==> config.mk <==
export PLATFORM = sky130hd
export DESIGN_NAME = irq_cond
export DESIGN_NICKNAME = d
export VERILOG_FILES = /design/src/rtl/irq_cond.sv
export SDC_FILE = /design/constraint.sdc
export NUM_CORES = 1
export LEC_CHECK = 0
export ABC_CLOCK_PERIOD_IN_PS = 2000
export CORE_MARGIN = 2
export CORE_UTILIZATION = 40
export CTS_CLUSTER_SIZE = 20
export DETAILED_ROUTE_END_ITERATION = 16
export PLACE_DENSITY_LB_ADDON = 0.15
export SYNTH_ARGS = -nofsm -noshare
export SYNTH_HDL_FRONTEND = slang
export SYNTH_SLANG_ARGS = --single-unit
==> constraint.sdc <==
create_clock -name aclk -period 2 [get_ports aclk]
set_clock_uncertainty 0.1 [all_clocks]
set_input_delay 0.2 -clock aclk [delete_from_list [all_inputs] [get_ports aclk]]
set_output_delay 0.2 -clock aclk [all_outputs]
set_load 0.1 [all_outputs]
==> src/rtl/irq_cond.sv <==
// Interrupt line conditioner: polarity normalisation, level passthrough or
// stretched edge pulses, sticky overrun flags. Optional filter: IRQ_COND_GLITCH_FILTER_EN.
module irq_cond #(
    parameter int unsigned NUM_IRQ   = 8,
    parameter logic [31:0] EDGE_MASK = 32'h0,
    parameter logic [31:0] POL_MASK  = 32'h0,
    parameter int unsigned STRETCH   = 4
) (
    input  logic               aclk,
    input  logic               areset,
    input  logic [NUM_IRQ-1:0] irq_i,
    input  logic               en_i,
    input  logic [NUM_IRQ-1:0] ovr_clr_i,
    output logic [NUM_IRQ-1:0] irq_o,
    output logic [NUM_IRQ-1:0] overrun_o
);

    localparam int unsigned CW = 8;
    localparam logic [NUM_IRQ-1:0] EDGE_M    = EDGE_MASK[NUM_IRQ-1:0];
    localparam logic [NUM_IRQ-1:0] POL_M     = POL_MASK[NUM_IRQ-1:0];
    localparam logic [CW-1:0]      STRETCH_V = CW'(STRETCH);

    logic [NUM_IRQ-1:0] norm;
    logic [NUM_IRQ-1:0] s_src;
    logic [NUM_IRQ-1:0] upd;
    logic [NUM_IRQ-1:0] s;
    logic [NUM_IRQ-1:0] s_d;
    logic [NUM_IRQ-1:0] s_ok;
    logic [NUM_IRQ-1:0] s_d_ok;
    logic [NUM_IRQ-1:0] s_nxt;
    logic [NUM_IRQ-1:0] edge_c;
    logic [NUM_IRQ-1:0] irq_nxt;
    logic [NUM_IRQ-1:0] ovr_nxt;
    logic [NUM_IRQ-1:0][CW-1:0] cnt;
    logic [NUM_IRQ-1:0][CW-1:0] cnt_nxt;

    assign norm = irq_i ^ POL_M;

`ifdef IRQ_COND_GLITCH_FILTER_EN
    logic [NUM_IRQ-1:0] f0;
    logic [NUM_IRQ-1:0] f1;
    logic [NUM_IRQ-1:0] f2;
    logic [1:0]         fill;

    // Three-sample shift; fill marks when all stages hold post-reset samples.
    always_ff @(posedge aclk) begin
        if (areset) begin
            f0   <= '0;
            f1   <= '0;
            f2   <= '0;
            fill <= 2'd0;
        end else begin
            f0 <= norm;
            f1 <= f0;
            f2 <= f1;
            if (fill != 2'd3) begin
                fill <= fill + 2'd1;
            end
        end
    end

    assign s_src = f2;
    assign upd   = {NUM_IRQ{fill == 2'd3}} & ~(f0 ^ f1) & ~(f1 ^ f2);
`else
    assign s_src = norm;
    assign upd   = '1;
`endif

    // s_d_ok blocks a false edge from the reset value of s_d.
    always_comb begin
        s_nxt   = (upd & s_src) | (~upd & s);
        edge_c  = EDGE_M & s & ~s_d & s_d_ok & {NUM_IRQ{en_i}};
        cnt_nxt = '0;
        irq_nxt = '0;
        ovr_nxt = '0;
        for (int i = 0; i < int'(NUM_IRQ); i++) begin
            if (en_i && EDGE_M[i]) begin
                if (edge_c[i]) begin
                    cnt_nxt[i] = STRETCH_V;
                end else if (cnt[i] != '0) begin
                    cnt_nxt[i] = cnt[i] - CW'(1);
                end
            end
            irq_nxt[i] = EDGE_M[i] ? (cnt_nxt[i] != '0) : (s[i] & en_i);
            ovr_nxt[i] = (edge_c[i] & (cnt[i] != '0)) | (overrun_o[i] & ~ovr_clr_i[i]);
        end
    end

    always_ff @(posedge aclk) begin
        if (areset) begin
            s         <= '0;
            s_d       <= '0;
            s_ok      <= '0;
            s_d_ok    <= '0;
            cnt       <= '0;
            irq_o     <= '0;
            overrun_o <= '0;
        end else begin
            s         <= s_nxt;
            s_d       <= s;
            s_ok      <= s_ok | upd;
            s_d_ok    <= s_ok;
            cnt       <= cnt_nxt;
            irq_o     <= irq_nxt;
            overrun_o <= ovr_nxt;
        end
    end

endmodule

# After elaboration in Yosys (flattened, before gate mapping)

Index checks and enable logic that the tools add are counted.
W data, S select, Z words.

Flip-flop bits (word level): 24
Input port bits: 19
Output and inout port bits: 16
Word-level logic and storage cells: 27

Bitwise logic cells: 24

Operators with widths:

| operator      | number |
|---|---|
| $and A1 B1 Y1 | 16 |
| $not A1 Y1    | 8 |

# Logic depth before layout (Yosys ltp)

Gate-level depths: netlist of the first run.

Depth in word-level cells: 2
Mapped depth: 2
Depth with buffers taken out: 1

# Worst setup path before layout of the first run

Ideal clock, no wire load.

Path type: flip-flop to flip-flop
Start: register overrun_o[0]
End: register overrun_o[0]
Library setup time: 0.073 ns
Arrival: 1.198 ns
Slack: 0.629 ns
Cell stages (with the launch flop): 2
Path buffers: 0
Clock period less this slack: 1.371 ns
Cell sequence: dfxtp_1 nor3b_2

Word-level cells in the longest chain between the ends: 1

RTL lines:

| item                   | RTL line | text |
|---|---|---|
| from (decl)            | 15       | `output logic [NUM_IRQ-1:0] overrun_o` |
| from (signal assigned) | 105      | `overrun_o <= ovr_nxt;` |
| $and A1 B1 Y1          | 85       | `ovr_nxt[i] = (edge_c[i] & (cnt[i] != '0)) \| (overrun_o[i] & ~ovr_clr_i[i]);` |

No other way between the ends.
A chain may end at the register's enable or synchronous reset.

# Worst setup path after layout of the first run

Start: register overrun_o[6]
End: output overrun_o[6]

No word-level cell between the ends.

==> results.md, run 1 <==
- Top routing layer in use: met3
- Tmin final: 1.24 ns
- R2R Path Start: overrun_o[3]
- Total global-route track usage: between 10% and 20%
- Lkg Pwr: 0.464 nW
- Antenna cells: 0
- Synthesized flop and latch total: 24
- Crit Path Category: flop to output pin
- CP Data Required Time: between 1.5 and 2 ns
- Routability cong.: 0.589
- Clock Pin Slew Worst Setup and Hold Paths: 0.12 ns
- Placed Cells: 99
- Sequential Area: just under 500 um2
- R2R depth: 1
- Worst endpoint data arrival time: 0.94 ns
- Sequential fraction of the synthesis area: 69.8%
- Met2 WL: 588 um
- Initial antenna violation count: 0
- Post-synth cell types: 6
- CTS Hold Bufs: 0
- Filler instances: 130
- Worst R2R End: overrun_o[3]
- Final worst setup slack: around 0.76 ns
- CTS tree: done
- Crit Path Max Fanout: 2
- Clk Latency, worst-skew pair: 0.30 ns
- Syn Nets: 69
- Worst hold endpoint: overrun_o[5]
- Worst path bufs/invs: 1
- Multi-input logic area: 185 um2
- Inserted Clock Buffers: 3
- Commonest cells after routing, fill and taps aside: dfxtp_1 (24), clkdlybuf4s50_1 (18), buf_4 (17)
- Hold Fails Final Rpt: 0
- Clock sink total: 24
- # DRC: 0
- Vias in the first global route: 403
- Post-CTS Setup Bufs: 0
- Die ar.: 2070 um2
- Die height: 45.5 um
- Metal3 WL: 61 um
- Min-delay worst type: input pin to flop
- Fin area: 1030 um2
- VDD IR max: 639 uV
- Grt total ovfl: 0
- Status: complete, no violations
- Fin cells: slightly above 100
- Wire length per cell: 10.7 um
- Floorplan core area: 1560 um2
- Slew Viols, Final: 0
- DR vias/cell: 4.44
- Post-route ant nets: 0
- Mapped Area: between 600 and 700 um2
- Slew @ Worst Pin: 0.281 ns
- Synth area leader: dfxtp_1
- # IOs: 35
- Pre-CTS setup slack: 0.684 ns
- Post-synth top area share: 69.8%
- Crit path launch type: flop
- Bufs on Longest Clock Path: 2
- WHS Path Cells: 2
- Pwr/cell area: 799 nW/um2
- R2R Setup Slk: 1.32 ns
- Placed cell area: ~1000 um2
- Hold Path Origin: ovr_clr_i[5]
- Slowest cell on the critical path: dfxtp_1
- Post-CTS Resized: 0
- Share of layout cells above drive strength 1: 25.3%
- Worst setup path start: overrun_o[6]
- Final setup fails: 0
- First-pass GRT wire length: approximately 1.6 mm
- CP Capture Type: output pin
- CP max stage delay: between 0.3 and 0.4 ns
- RSZ-0062 raised after global routing: no
- H-tree levels: 1
- Initial DRC Count: 0
- Setup TNS: 0 ns
- Slew margin rel.: 81.4%
- Main area contributors after synthesis: dfxtp_1 (70%), and3b_1 (10%), nor3b_1 (7.6%)
- Row count: 14
- Starting Density: between 40% and 50%
- Syn. warnings: 0
- Cell family contributing the most delay on the critical path: flip-flops
- Mapped Cells: 50
- First-pass iteration count of the detailed router: 1
- Layout Nets: 107
- Port bufs: 34
- Largest net degree at the start of global routing: 25
- Fin crit share: 62.1%
- Root Driver: clkbuf_4
- Synth-to-layout area growth: 49.6%
- Die W: 45.5 um
- DR vias: 457
- Average cell area after synthesis: around 14 um2
- WL final: around 1.1 mm
- Design Power: between 0.8 and 0.9 mW
- Metal-1 WL: 451 um
- Fmax achieved: 806 MHz
- Commonest non-fill, non-tap cell in the layout: dfxtp_1
- Cells along the critical path: buf_4
- Max-cap viol count: 0
-- state kept, by name, summed over array words and instances (netlist names) --
signal / cells
irq_o: 8
overrun_o: 8
s: 8
-- cell usage after synthesis --
master,count
buf_6,2
nor2b_1,8
nor3b_2,1
and3b_1,8
dfxtp_1,24
nor3b_1,7
-- through the flow --
step           hold WS, ns  util (%)
6_report             0.324      66.1
5_1_grt              0.318      66.1
4_1_cts              0.317      66.1
3_5_place_dp         0.348      63.7
3_3_place_gp         0.343      63.7
2_1_floorplan        0.171         -
-- worst max-delay path by stage --
stage	end	slack [ns]	depth (start not counted)
global placement	irq_o[7]	0.69	3
floorplan	overrun_o[0]	0.63	1
CTS	overrun_o[1]	0.75	1
global route	overrun_o[3]	0.70	1
finish	overrun_o[6]	0.76	1
detailed placement	irq_o[7]	0.68	3
-- per-layer routing --
layer	vias to the layer above	GRT usage (%)
met2	14	18.6
met1	204	12.3
met4	0	3.53
met5	-	0
met3	0	5.95
li1	239	-
-- cell families after synthesis --
logic type / count (synthesis) / share of synthesized area [%]
buffers and inverters: 2 / 3.27
and+or+nand+nor: 24 / 26.9
DFF: 24 / 69.8
-- area by class of cell --
type,instances,area share (%)
clock buffer,4,3.52
multi-input combinational,24,18.0
sequential,24,46.7
tap,16,1.94
timing repair buffer,35,29.9
-- power breakdown --
part	switching (mW)	total, mW	internal (mW)
Combinational	0.0470	0.0915	0.0445
Clock	0.128	0.239	0.111
Sequential	0.00251	0.493	0.491
Total	0.177	0.823	0.646
Note: power is estimated with default switching activity, not from simulation.
==> inputs of run 2 (changes only) <==
--- a/config.mk
+++ b/config.mk
@@ -5,9 +5,10 @@
 export SDC_FILE = /design/constraint.sdc
 export NUM_CORES = 1
 export LEC_CHECK = 0
-export ABC_CLOCK_PERIOD_IN_PS = 2000
+export ABC_CLOCK_PERIOD_IN_PS = 1160
+export CORE_ASPECT_RATIO = 0.7
 export CORE_MARGIN = 2
-export CORE_UTILIZATION = 40
+export CORE_UTILIZATION = 37
 export CTS_CLUSTER_SIZE = 20
 export DETAILED_ROUTE_END_ITERATION = 16
 export PLACE_DENSITY_LB_ADDON = 0.15
==> constraint.sdc (replaced) <==
create_clock -name aclk -period 1.16 [get_ports aclk]
set_clock_uncertainty 0.1 [all_clocks]
set_input_delay 0.116 -clock aclk [delete_from_list [all_inputs] [get_ports aclk]]
set_output_delay 0.116 -clock aclk [all_outputs]
set_load 0.1 [all_outputs]
==> results.md, run 2 (synthesis results as in run 1) <==
- Status: complete, no violations
- Port bufs: 34 (unchanged)
- Largest registers: irq_o (8), overrun_o (8), s (8)
- Final setup fails: 0 (unchanged)
- Post-route ant nets: 0 (unchanged)
- Grt total ovfl: 0 (unchanged)
- First-pass GRT wire length: 1.73 mm (+6.0%)
- GR peak layer: met2
- Switching power: 0.310 mW (+75%)
- Flop pwr share: 59.0% (-0.9 points)
- Met1 Use GR: 12.3% (about the same)
- Initial antenna violation count: 0 (unchanged)
- VDD IR max: 1070 uV (+68%)
- Crit Path Category: flop to output pin
- Post-CTS Resized: 0 (unchanged)
- Cells along the critical path: buf_12
- First-pass iteration count of the detailed router: 1 (unchanged)
- Share of layout cells above drive strength 1: 34.5% (+9.2 points)
- Wire length per cell: 10.0 um (-6.3%)
- Floorplan core area: 1810 um2 (+16%)
- DR vias: 471 (+3.1%)
- Slew Viols, Final: 0 (unchanged)
- CTS tree: done
- Setup TNS: 0 ns (unchanged)
- Met2 usage: 18.2% (-0.44 points)
- Bufs on Longest Clock Path: 2 (unchanged)
- Filler instances: 135 (+3.8%)
- Placed Cells: 105 (+6.1%)
- Fin crit share: 93.1%
- CP Capture Type: output pin
- # DRC: 0 (unchanged)
- Crit Path Max Fanout: 1 (-1)
- Fmax achieved: around 900 MHz
- Met3 usage: 4.84% (-1.1 points)
- Slew @ Worst Pin: 0.232 ns (-0.0495 ns)
- Worst path bufs/invs: 1 (unchanged)
- Die W: 55.5 um (+22%)
- Commonest non-fill, non-tap cell in the layout: clkdlybuf4s50_1
- # IOs: 35 (unchanged)
- Clock Pin Slew Worst Setup and Hold Paths: 0.11 ns (about the same)
- Design Power: 1.45 mW (+76%)
- Sequential Area: 490 um2 (+2.1%)
- Combinational share of power: 12.5% (+1.4 points)
- CP Data Required Time: 0.94 ns (-0.76 ns)
- WL final: 1.09 mm (-0.82%)
- Layout Nets: 107 (unchanged)
- Vias in the first global route: 378 (-6.2%)
- Hold Worst Slack: 0.231 ns (-0.0934 ns)
- Fin cells: 109 (+5.8%)
- Total global-route track usage: 10.9% (-0.40 points)
- Antenna cells: 0 (unchanged)
- Multi-input logic area: 185 um2 (unchanged)
- Synth-to-layout area growth: 83.1%
- Commonest cells after routing, fill and taps aside: clkdlybuf4s50_1 (18), buf_12 (17), dfxtp_1 (16)
- Cell family contributing the most delay on the critical path: flip-flops
- Clk Latency, worst-skew pair: 0.30 ns (about the same)
- Worst endpoint data arrival time: 0.86 ns (-0.08 ns)
- Root Driver: clkbuf_4
- Die ar.: 2230 um2 (+7.7%)
- P_int: 1.14 mW (+76%)
- Die height: 40.1 um (-12%)
- Net Sw Frac: 21.4% (-0.076 points)
- Slowest cell on the critical path: dfxtp_1
- Min-delay worst type: input pin to flop
- Starting Density: 38.1% (-6.0 points)
- Hold Fails Final Rpt: 0 (unchanged)
- Pwr/cell area: 1150 nW/um2 (+44%)
- Clock Power Share: 28.5% (-0.5 points)
- RSZ-0062 raised after global routing: no
- Routability cong.: 0.603 (+2.3%)
- Crit path launch type: flop
- Inserted Clock Buffers: 3 (unchanged)
- Largest net degree at the start of global routing: 25 (unchanged)
- Post-CTS Setup Bufs: 0 (unchanged)
- H-tree levels: 1 (unchanged)
- CTS Hold Bufs: 0 (unchanged)
- Row count: 13 (-1)
- Lkg Pwr: 0.517 nW (+12%)
- Clock sink total: 24 (unchanged)
- Tmin final: 1.08 ns
- CP max stage delay: 0.38 ns (+0.03 ns)
- Slew margin rel.: 84.5% (+3.1 points)
- DP HPWL: 876 um
- Max-cap viol count: 0 (unchanged)
- DR vias/cell: 4.32 (-2.6%)
- Initial DRC Count: 0 (unchanged)
run 2: cell types whose count changed in the layout (fill, tap and decap cells not counted):
cell and change:
buf_12 +17, buf_4 -17, dfxtp_1 -8, dfxtp_2 +8
run 2: cell type report:
type                            instances  area share (%)
Multi-Input combinational cell         24            14.7
Tap cell                               22            2.18
Clock buffer                            4            2.88
Sequential cell                        24            38.9
Timing Repair Buffer                   35            41.3
run 2: worst paths after layout:
| kind | startpoint | endpoint | slack [ns] | cells after the start |
|---|---|---|---|---|
| setup / recovery | irq_o[3] | irq_o[3] | 0.08 | 1 |
| hold / removal | ovr_clr_i[3] | overrun_o[3] | 0.23 | 2 |
| setup reg to reg | overrun_o[1] | overrun_o[1] | 0.45 | 1 |
| hold reg to reg | s[2] | irq_o[2] | 0.37 | 1 |
run 2: metal layers:
layer	vias up	wire length (um)
met4	0	11
met3	3	69
met1	214	454
met2	15	556
li1	239	-
met5	-	0
run 2: power by group through the flow:
stage	clock network, mW	registers [mW]	logic, mW
finish	0.412	0.854	0.181
CTS	0.440	0.854	0.183
global placement	0	0.872	0.182
floorplan	0	0.922	0.0301
global route	0.473	0.856	0.191
detailed placement	0	0.873	0.183
run 2: stage by stage:
step | setup WS [ns] | util (%) | area [um2]
3_3_place_gp | -0.0229 | 67.8 | 1220
6_report | 0.0795 | 69.8 | 1260
5_1_grt | 0.0235 | 69.8 | 1260
4_1_cts | 0.0589 | 69.8 | 1260
3_5_place_dp | -0.0332 | 67.8 | 1220
2_1_floorplan | 0.0350 | - | 698
==> variant, RTL diff (flow settings as in run 2) <==
Add an input register stage for `irq_i`, `en_i` and `ovr_clr_i`, without a reset; this delays them by one clock.
--- a/src/rtl/irq_cond.sv
+++ b/src/rtl/irq_cond.sv
@@ -20,6 +20,16 @@
     localparam logic [NUM_IRQ-1:0] POL_M     = POL_MASK[NUM_IRQ-1:0];
     localparam logic [CW-1:0]      STRETCH_V = CW'(STRETCH);
 
+    logic [NUM_IRQ-1:0] irq_q;
+    logic en_q;
+    logic [NUM_IRQ-1:0] ovr_clr_q;
+
+    always_ff @(posedge aclk) begin
+        irq_q     <= irq_i;
+        en_q      <= en_i;
+        ovr_clr_q <= ovr_clr_i;
+    end
+
     logic [NUM_IRQ-1:0] norm;
     logic [NUM_IRQ-1:0] s_src;
     logic [NUM_IRQ-1:0] upd;
@@ -34,7 +44,7 @@
     logic [NUM_IRQ-1:0][CW-1:0] cnt;
     logic [NUM_IRQ-1:0][CW-1:0] cnt_nxt;
 
-    assign norm = irq_i ^ POL_M;
+    assign norm = irq_q ^ POL_M;
 
 `ifdef IRQ_COND_GLITCH_FILTER_EN
     logic [NUM_IRQ-1:0] f0;
@@ -69,20 +79,20 @@
     // s_d_ok blocks a false edge from the reset value of s_d.
     always_comb begin
         s_nxt   = (upd & s_src) | (~upd & s);
-        edge_c  = EDGE_M & s & ~s_d & s_d_ok & {NUM_IRQ{en_i}};
+        edge_c  = EDGE_M & s & ~s_d & s_d_ok & {NUM_IRQ{en_q}};
         cnt_nxt = '0;
         irq_nxt = '0;
         ovr_nxt = '0;
         for (int i = 0; i < int'(NUM_IRQ); i++) begin
-            if (en_i && EDGE_M[i]) begin
+            if (en_q && EDGE_M[i]) begin
                 if (edge_c[i]) begin
                     cnt_nxt[i] = STRETCH_V;
                 end else if (cnt[i] != '0) begin
                     cnt_nxt[i] = cnt[i] - CW'(1);
                 end
             end
-            irq_nxt[i] = EDGE_M[i] ? (cnt_nxt[i] != '0) : (s[i] & en_i);
-            ovr_nxt[i] = (edge_c[i] & (cnt[i] != '0)) | (overrun_o[i] & ~ovr_clr_i[i]);
+            irq_nxt[i] = EDGE_M[i] ? (cnt_nxt[i] != '0) : (s[i] & en_q);
+            ovr_nxt[i] = (edge_c[i] & (cnt[i] != '0)) | (overrun_o[i] & ~ovr_clr_q[i]);
         end
     end
 
Formal check against the unedited RTL: not equivalent (a bounded check fails within 4 cycles, from zero or initial values and one cycle with areset high).
==> variant against run 2 <==
Cell area up 33%; synthesized cell count up 34%; sequential cell count up 17; total power up 81%; area after synthesis up 49%; worst setup slack better by 0.037 ns; routed wire length up 40%; global-route usage up 0.16 points.
==> variant: results (changes against run 2) <==
The global-route wire length before repair came to 2387 µm (+38%). In this run the critical register-to-register path is captured at irq_o[1]. The static power due to leakage is 0.6939 nW (+34%). The post-layout instance count excluding filler cells is 142 (+30%). The insertion delay of the later-clocked pin in the worst-skew pair is 0.28 ns (-0.02 ns). The total length of routed wires is 1530 µm (+40%). The cell chosen for the clock root is sky130_fd_sc_hd__clkbuf_8. The number of levels the H-tree was split into is 2 (+1). The reg-to-reg critical path startpoint is en_q. Among all flip-flop cells after synthesis, the most frequent one is sky130_fd_sc_hd__dfxtp_1. The global-route usage over all layers came out at 11.01% (+0.16 points).

The number of placed instances with taps included came to 134 (+28%). The post-placement setup slack is -0.06415 ns (-0.03093 ns). The commonest cells after synthesis are sky130_fd_sc_hd__dfxtp_1, sky130_fd_sc_hd__and3b_1, sky130_fd_sc_hd__nor2b_1, sky130_fd_sc_hd__nor3b_1, sky130_fd_sc_hd__buf_6. The post-synthesis net count came out at 86 (+25%). The net count of the finished layout is 126 (+18%). The TritonCTS buffer count is 5 (+2). The run finished with clean final reports. The largest incremental delay on the critical path is 0.36 ns (-0.02 ns).

The measured slew at the worst slew-check pin is 0.2258 ns (-0.005932 ns). The worst-case setup margin in the final layout came to 0.1166 ns (+0.03711 ns). The register area share after synthesis is 79.81% (+10 points). The reg-to-reg setup timing slack is 0.36 ns (-0.09 ns). The ratio of cells with drive above 1 in the final layout is 31.48% (-3.0 points). The worst path arrival time came to 0.83 ns (-0.03 ns).

The weighted congestion at the end of routability-driven global placement came out at 0.6093 (+1.1%). The capturing element of the worst setup path is irq_o[6]. The largest vdd supply drop is 0.0009956 V (-7.1%).

The critical path starts at irq_o[6]. The first-pass iteration count of the detailed router came out at 2 (+1). The post-CTS clock slew at the launch and capture registers of the worst setup and hold paths is 0.07 ns (-0.04 ns). The average cell area after synthesis was 15.35 µm² (+12%).
==> variant: changes by cell type in the layout (fill, tap and decap cells not counted), sizes merged <==
cell and delta:
clkbuf +3, clkinv +1, dfxtp +17
==> variant: worst min-delay path by stage <==
stage                      start           end  cells after the start
finish              ovr_clr_i[1]  ovr_clr_q[1]                      1
global route            irq_i[0]      irq_q[0]                      1
CTS                 ovr_clr_i[1]  ovr_clr_q[1]                      1
floorplan                   en_i          en_q                      0
detailed placement  ovr_clr_q[6]  overrun_o[6]                      1
global placement    ovr_clr_q[4]  overrun_o[4]                      1
==> variant: final cells by class <==
cell class	instances	area share [%]
flip-flops and latches	41	49.44
repair buffers	35	30.98
multi-input cells	24	11.02
clock buffers	7	5.733
well taps	34	2.532
clock inverters	1	0.2978
==> variant: kinds of logic after synthesis <==
| logic type | after synthesis | synth area share [%] |
|---|---|---|
| flops | 41 | 79.81 |
| simple gates | 24 | 18.01 |
| buf+inv | 2 | 2.190 |
==> variant: metal layers <==
metal,GRT usage (%),wire [µm]
met5,0,0
met4,7.347,13
met3,5.774,155
met2,17.43,715
met1,11.94,646
==> variant: power by group <==
part | total [mW] | switching, mW | leakage, nW | internal, mW
Sequential | 1.48 | 0.0192 | 0.344 | 1.46
Combinational | 0.180 | 0.0803 | 0.296 | 0.0994
Clock | 0.966 | 0.429 | 0.0542 | 0.537
Total | 2.63 | 0.529 | 0.694 | 2.10
==> variant: stage by stage <==
step	total power [mW]	utilization (%)	hold WS, ns	area (µm²)
2_1_floorplan	1.587	-	0.04372	1039
3_3_place_gp	1.689	61.86	0.2704	1579
3_5_place_dp	1.695	61.86	0.2765	1579
4_1_cts	2.657	65.83	0.1666	1680
5_1_grt	2.725	65.83	0.1578	1680
6_report	2.625	65.83	0.1749	1680
